===== config.mk =====
export PLATFORM = sky130hd
export DESIGN_NAME = ysyx_23060240_ifu_prefetch
export DESIGN_NICKNAME = d
export VERILOG_FILES = /design/src/rtl/ysyx_23060240_ifu_prefetch.sv
export SDC_FILE = /design/constraint.sdc
export NUM_CORES = 1
export LEC_CHECK = 0
export CORE_MARGIN = 5
export CORE_UTILIZATION = 56
export CTS_CLUSTER_DIAMETER = 30
export DETAILED_ROUTE_END_ITERATION = 12
export GPL_ROUTABILITY_DRIVEN = 0
export HOLD_SLACK_MARGIN = 0.02
export PLACE_DENSITY = 0.8
export SLEW_MARGIN = 10
export SYNTH_ARGS = -nofsm -noshare
export SYNTH_HDL_FRONTEND = slang
export SYNTH_SLANG_ARGS = --single-unit

===== constraint.sdc =====
create_clock -name clk_i -period 9.2 [get_ports clk_i]
set_input_delay 1.84 -clock clk_i [delete_from_list [all_inputs] [get_ports clk_i]]
set_output_delay 1.84 -clock clk_i [all_outputs]
set_load 0.05 [all_outputs]

===== src/rtl/ysyx_23060240_ifu_prefetch.sv =====
// Instruction fetch unit: AXI4 INCR line-burst read master feeding a {pc, inst, err} prefetch FIFO.
// Optional performance counters are built when IFU_PERF_EN is defined.
module ysyx_23060240_ifu_prefetch #(
    parameter logic [31:0] RESET_PC   = 32'h8000_0000,
    parameter int          BURST_LEN  = 4,
    parameter int          FIFO_DEPTH = 8,
    parameter logic [3:0]  AXI_ID     = 4'h0
) (
    input  logic        clk_i,
    input  logic        rst_ni,
    input  logic        redirect_valid_i,
    input  logic [31:0] redirect_pc_i,
    output logic        out_valid_o,
    input  logic        out_ready_i,
    output logic [31:0] out_pc_o,
    output logic [31:0] out_inst_o,
    output logic        out_err_o,
    output logic [31:0] araddr_o,
    output logic        arvalid_o,
    input  logic        arready_i,
    output logic [3:0]  arid_o,
    output logic [7:0]  arlen_o,
    output logic [2:0]  arsize_o,
    output logic [1:0]  arburst_o,
    input  logic        rvalid_i,
    output logic        rready_o,
    input  logic [31:0] rdata_i,
    input  logic [1:0]  rresp_i,
    input  logic        rlast_i,
    input  logic [3:0]  rid_i,
    output logic [31:0] perf_bursts_o,
    output logic [31:0] perf_drop_beats_o,
    output logic [31:0] perf_empty_cycles_o
);
    localparam int                LINE_B     = BURST_LEN * 4;
    localparam int                BI_W       = (BURST_LEN > 1) ? $clog2(BURST_LEN) : 1;
    localparam int                PTR_W      = (FIFO_DEPTH > 1) ? $clog2(FIFO_DEPTH) : 1;
    localparam int                CNT_W      = $clog2(FIFO_DEPTH) + 1;
    localparam logic [31:0]       LINE_B32   = 32'(LINE_B);
    localparam logic [31:0]       LINE_MASK  = ~(LINE_B32 - 32'd1);
    localparam logic [31:0]       RESET_LINE = RESET_PC & LINE_MASK;
    localparam logic [BI_W-1:0]   RESET_OFF  = BI_W'((RESET_PC & ~LINE_MASK) >> 2);
    localparam logic [CNT_W-1:0]  ISSUE_MAX  = CNT_W'(FIFO_DEPTH - BURST_LEN);

    typedef enum logic [2:0] {S_IDLE, S_AR, S_RD, S_DRAIN, S_HALT} state_e;

    state_e            state_q, state_d;
    logic [31:0]       line_q, line_d, araddr_q;
    logic [BI_W-1:0]   start_off_q, start_off_d, beat_idx_q, beat_idx_d;
    logic              err_seen_q, err_seen_d, ar_flush_q, ar_flush_d;
    logic              arvalid_q, rready_q;

    logic [31:0]       pc_mem   [2**PTR_W];
    logic [31:0]       inst_mem [2**PTR_W];
    logic              err_mem  [2**PTR_W];
    logic [PTR_W-1:0]  rd_ptr_q, wr_ptr_q;
    logic [CNT_W-1:0]  cnt_q;

    logic beat, push, pop, drop;
    logic unused_rid;

    assign unused_rid = ^rid_i;

    assign beat = rvalid_i && rready_q;
    // Beats ahead of the redirect target, after an error, or in the redirect cycle never enter the FIFO.
    assign push = (state_q == S_RD) && beat && !redirect_valid_i && !err_seen_q
                  && (beat_idx_q >= start_off_q);
    assign pop  = out_valid_o && out_ready_i;
    assign drop = beat && !push;

    assign out_valid_o = (cnt_q != '0);
    assign out_pc_o    = out_valid_o ? pc_mem[rd_ptr_q]   : 32'd0;
    assign out_inst_o  = out_valid_o ? inst_mem[rd_ptr_q] : 32'd0;
    assign out_err_o   = out_valid_o && err_mem[rd_ptr_q];

    assign araddr_o  = araddr_q;
    assign arvalid_o = arvalid_q;
    assign rready_o  = rready_q;
    assign arid_o    = AXI_ID;
    assign arlen_o   = 8'(BURST_LEN - 1);
    assign arsize_o  = 3'b010;
    assign arburst_o = 2'b01;

    always_comb begin
        state_d     = state_q;
        line_d      = line_q;
        start_off_d = start_off_q;
        beat_idx_d  = beat ? beat_idx_q + BI_W'(1) : beat_idx_q;
        err_seen_d  = err_seen_q;
        ar_flush_d  = ar_flush_q;
        case (state_q)
            S_IDLE: if (cnt_q <= ISSUE_MAX) state_d = S_AR;
            S_AR: begin
                if (arready_i) begin
                    state_d    = (ar_flush_q || redirect_valid_i) ? S_DRAIN : S_RD;
                    ar_flush_d = 1'b0;
                    err_seen_d = 1'b0;
                    beat_idx_d = '0;
                end else if (redirect_valid_i) begin
                    ar_flush_d = 1'b1;
                end
            end
            S_RD: begin
                if (beat) begin
                    if (rresp_i != 2'b00) err_seen_d = 1'b1;
                    if (rlast_i) begin
                        line_d      = line_q + LINE_B32;
                        start_off_d = '0;
                        beat_idx_d  = '0;
                        state_d     = (err_seen_q || rresp_i != 2'b00) ? S_HALT : S_IDLE;
                    end
                end
            end
            S_DRAIN: begin
                if (beat && rlast_i) begin
                    state_d    = S_IDLE;
                    beat_idx_d = '0;
                end
            end
            default: ;
        endcase
        // A redirect retargets the line immediately; an address already on AR must still be drained.
        if (redirect_valid_i) begin
            line_d      = redirect_pc_i & LINE_MASK;
            start_off_d = BI_W'((redirect_pc_i & ~LINE_MASK) >> 2);
            if (state_q == S_IDLE || state_q == S_HALT) begin
                state_d = S_IDLE;
            end else if (state_q == S_RD) begin
                state_d = (beat && rlast_i) ? S_IDLE : S_DRAIN;
            end
        end
    end

    always_ff @(posedge clk_i or negedge rst_ni) begin
        if (!rst_ni) begin
            state_q     <= S_IDLE;
            line_q      <= RESET_LINE;
            start_off_q <= RESET_OFF;
            beat_idx_q  <= '0;
            err_seen_q  <= 1'b0;
            ar_flush_q  <= 1'b0;
            araddr_q    <= RESET_LINE;
            arvalid_q   <= 1'b0;
            rready_q    <= 1'b0;
        end else begin
            state_q     <= state_d;
            line_q      <= line_d;
            start_off_q <= start_off_d;
            beat_idx_q  <= beat_idx_d;
            err_seen_q  <= err_seen_d;
            ar_flush_q  <= ar_flush_d;
            arvalid_q   <= (state_d == S_AR);
            rready_q    <= (state_d == S_RD) || (state_d == S_DRAIN);
            if (state_d == S_AR && state_q != S_AR) araddr_q <= line_d;
        end
    end

    always_ff @(posedge clk_i or negedge rst_ni) begin
        if (!rst_ni) begin
            rd_ptr_q <= '0;
            wr_ptr_q <= '0;
            cnt_q    <= '0;
        end else if (redirect_valid_i) begin
            rd_ptr_q <= '0;
            wr_ptr_q <= '0;
            cnt_q    <= '0;
        end else begin
            if (push) wr_ptr_q <= wr_ptr_q + PTR_W'(1);
            if (pop)  rd_ptr_q <= rd_ptr_q + PTR_W'(1);
            cnt_q <= cnt_q + CNT_W'(push) - CNT_W'(pop);
        end
    end

    always_ff @(posedge clk_i) begin
        if (push) begin
            pc_mem[wr_ptr_q]   <= line_q + {{(30-BI_W){1'b0}}, beat_idx_q, 2'b00};
            inst_mem[wr_ptr_q] <= rdata_i;
            err_mem[wr_ptr_q]  <= (rresp_i != 2'b00);
        end
    end

`ifdef IFU_PERF_EN
    logic [31:0] bursts_q, drops_q, empty_q;

    always_ff @(posedge clk_i or negedge rst_ni) begin
        if (!rst_ni) begin
            bursts_q <= 32'd0;
            drops_q  <= 32'd0;
            empty_q  <= 32'd0;
        end else begin
            if (arvalid_q && arready_i)         bursts_q <= bursts_q + 32'd1;
            if (drop)                           drops_q  <= drops_q + 32'd1;
            if (!out_valid_o && out_ready_i)    empty_q  <= empty_q + 32'd1;
        end
    end

    assign perf_bursts_o       = bursts_q;
    assign perf_drop_beats_o   = drops_q;
    assign perf_empty_cycles_o = empty_q;
`else
    logic unused_drop;
    assign unused_drop         = drop;
    assign perf_bursts_o       = 32'd0;
    assign perf_drop_beats_o   = 32'd0;
    assign perf_empty_cycles_o = 32'd0;
`endif

endmodule


==> metrics.md <==
| Metric | Value |
|---|---|
| Internal power | 6.62 mW |
| Avg Inst Size Synth | 17.5 µm² |
| First-pass GRT wire length | 83.9 mm |
| Critical path capture point type | output port |
| Leakage power | 10.3 nW |
| DR DRC count | 0 |
| CTS sink count | 605 |
| Chip height | 223 µm |
| Cell Count, Final, Fillers Out | 2344 |
| Slew HR | 0.231 |
| Setup ws final | 3090 ps |
| Die area | 49600 µm² |
| VDD IR max | 0.256 mV |
| Synth area leaders | edfxtp_1 (62%), mux4_2 (12%), dfrtp_1 (8.2%), buf_4 (3.4%), mux2i_1 (2.8%) |
| Switching portion of total power | 0.332 |
| Pwr Density | 322 nW/µm² |
| Most frequent cells in the layout | edfxtp_1 (520), clkdlybuf4s50_1 (168), mux4_2 (130) |
| Final setup TNS | 0 ps |
| Clock Skew | 27.8 ps |
| Worst Path Required | 7360 ps |
| Final Hold Fails | 0 |
| Crit path cell chain | buf_4 > mux4_2 > mux2i_1 > nor2_1 > clkdlybuf4s50_1 |
| Startpoint Class | flip-flop |
| Post-synth EDFFs | 520 |
| Yosys cell types | 57 |
| CP top delay family | buffers and inverters |
| Final period util | 0.664 |
| CTS hold repair buffers | 0 |
| Max cap viols | 0 |
| Place WS | 3610 ps |
| Top FF cell, synth | edfxtp_1 |
| Clk buf depth | 3 |
| Root Buffer Master | clkbuf_16 |
| Reg2Reg Depth | 6 |
| Mapped cell area | 25300 µm² |
| Worst reg2reg endpoint | inst_mem[3][30]$_DFFE_PP_ |
| Worst-skew pair later-pin latency | 650 ps |
| Fmax | 0.164 GHz |
| Share of the synthesized area in the top cell type | 0.617 |
| Simple-gate portion of the synthesized area | 0.0538 |
| Drt first pass iters | 5 |
| Yosys warning count | 0 |
| Port Buffers | 170 |
| Pin count of the biggest net entering global routing | 130 |
| Sequential area share after synthesis | 0.701 |
| Synth Instances | 1445 |
| Drt total wl | 55.1 mm |
| Setup Buffers After CTS | 0 |
| Resized Gates After CTS | 0 |
| Delay of the slowest critical-path stage | 1150 ps |
| Synth area leader | edfxtp_1 |
| Vias in the first global route | 14000 |
| Hold endpoint | araddr_o[27]$_DFFE_PN0P_ |
| Vias per inst | 5.70 |
| Antenna cell count | 0 |
| I/O pin count | 290 |
| Worst Hold Class | reg -> reg |
| Share of post-route cells with drive strength above 1 | 0.211 |
| Die X | 223 µm |
| Clock network power share | 0.382 |
| Worst path slowest cell | dfrtp_4 |
| PnR Total Power | 9.91 mW |
| Hold_ws | 508 ps |
| Mux share of post-synthesis cell area | 0.158 |
| Routed vias | 13400 |
| CP arrival | 4270 ps |
| Placed insts | 2155 |
| Core ar. | 45100 µm² |
| WHS Path Cells | 1 |
| XOR/XNOR share of the synthesized area | 0.0145 |
| Final ANT Viol Nets | 0 |
| CP bufs+invs | 2 |
| CTS tree | built |
| Hold path startpoint | araddr_o[27]$_DFFE_PN0P_ |
| Crit path max fanout | 76 |
| Setup violations, final | 0 |
| Combinational power share | 0.289 |
| Grt total ovfl | 0 |
| Reg2reg setup slack | 4900 ps |
| Dpl hpwl | 29.3 mm |
| Switching power | 3.29 mW |
| All-layer global routing usage | 0.221 |
| Status | completed |
| Yosys reg bits | 605 |
| Post-synthesis compound-gate area fraction | 0.0157 |
| Avg WL per Cell | 23.5 µm |
| RSZ-0062 raised after global routing | false |
| Main combinational cell family by area after synthesis | multiplexers |
| Initial core utilization | 0.562 |
| Tmin final | 6110 ps |
| Fraction of the mapped netlist area in adder cells | 0.00800 |
| Clock slew at reported path FFs | 60 ps |
| Worst R2R Start | state_q[1]$_DFF_PN0_ |
| Pin slew with the least headroom to its limit | 1150 ps |
| Critical path class | reg -> out |
| Row count | 78 |
| # nets final | 1751 |
| Most common cell after layout, fill and taps aside | edfxtp_1 |
| Final slew viol count | 0 |
| Drt initial violations | 1286 |
| Area delta synth->final | 21.4% |
| Sequential group share of total power | 0.329 |
| # H-tree levels | 3 |
| Total CTS buffers | 102 |
| # fillers | 2863 |
| Asr flop ratio synth | 0.140 |
| Number of antenna violations at the first check in global routing | 0 |
-- cells in the mapped netlist, drive strengths merged, types with 2 or more instances --
| cell | instances |
|---|---|
| conb | 2 |
| o31ai | 8 |
| dfrtp | 83 |
| o21a | 5 |
| nor4bb | 2 |
| mux2i | 72 |
| nor3 | 12 |
| fa | 2 |
| inv | 20 |
| or3 | 5 |
| a21oi | 9 |
| and4 | 8 |
| nor2 | 118 |
| xnor2 | 26 |
| buf | 143 |
| or4 | 10 |
| nand2 | 44 |
| mux4 | 130 |
| and2 | 4 |
| nand2b | 9 |
| nand4 | 17 |
| nand4b | 2 |
| mux2 | 32 |
| nand3 | 15 |
| xor2 | 16 |
| nor3b | 3 |
| a31o | 2 |
| ha | 13 |
| o21ai | 16 |
| a31oi | 13 |
| or2 | 2 |
| nor4 | 6 |
| clkbuf | 45 |
| dfstp | 2 |
| edfxtp | 520 |
| and3 | 3 |
| nor2b | 13 |
-- worst max path at each step --
stage,end,startpoint,cells after the start
global placement,inst_mem[2][30]$_DFFE_PP_,rvalid_i,7
global route,out_pc_o[28],rd_ptr_q[1]$_DFFE_PN0P_,5
finish,out_pc_o[28],rd_ptr_q[1]$_DFFE_PN0P_,5
CTS,out_pc_o[9],rd_ptr_q[1]$_DFFE_PN0P_,5
floorplan,err_mem[0]$_DFFE_PP_,redirect_valid_i,4
detailed placement,pc_mem[2][5]$_DFFE_PP_,rvalid_i,7
-- cell type report --
type | instances | area, µm² | area share
repair buffers | 187 | 1830 | 0.0597
well taps | 600 | 751 | 0.0244
multi-input cells | 743 | 6820 | 0.222
inverters | 20 | 75.1 | 0.00244
clock inverters | 77 | 891 | 0.0290
flip-flops and latches | 605 | 17800 | 0.577
clock buffers | 112 | 2620 | 0.0852
-- power by group through the flow --
stage               clock, mW  combinational [mW]  sequential (mW)
floorplan                   0                1.93             3.45
global placement            0                2.84             3.30
detailed placement          0                2.87             3.31
CTS                      3.84                2.90             3.26
global route             3.98                3.03             3.28
finish                   3.79                2.86             3.26
-- per-stage QoR --
stage / utilization / cell area, µm²
finish: 0.682 / 30700
global placement: 0.604 / 27200
floorplan: - / 25700
global route: 0.682 / 30700
CTS: 0.682 / 30700
detailed placement: 0.604 / 27200
-- registers in the layout, summed over array words and instances, names as in the netlist --
signal	flops
ar_flush_q	1
araddr_o	32
arvalid_o	1
beat_idx_q	2
cnt_q	4
err_mem	8
err_seen_q	1
inst_mem	256
line_q	32
pc_mem	256
rd_ptr_q	3
rready_o	1
start_off_q	2
state_q	3
wr_ptr_q	3
-- cells by family after synthesis --
logic type / count (synthesis)
flip-flops: 605
AND/OR/NAND/NOR: 277
multiplexers: 234
buffers and inverters: 208
AO/OA/AOI/OAI: 62
XOR/XNOR: 42
adder cells (fa/ha/maj): 15
other: 2
-- per-layer routing --
| layer | part of all wire | global-route usage | vias up | routed length (µm) |
|---|---|---|---|---|
| met1 | 0.40 | 0.302 | 6865 | 22300 |
| met3 | 0.075 | 0.0514 | 83 | 4110 |
| met4 | 0.021 | 0.0674 | 0 | 1180 |
| li1 | - | - | 5841 | - |
| met5 | 0 | 0 | - | 0 |
| met2 | 0.50 | 0.360 | 581 | 27500 |
Power figures use the tool's default switching activity.
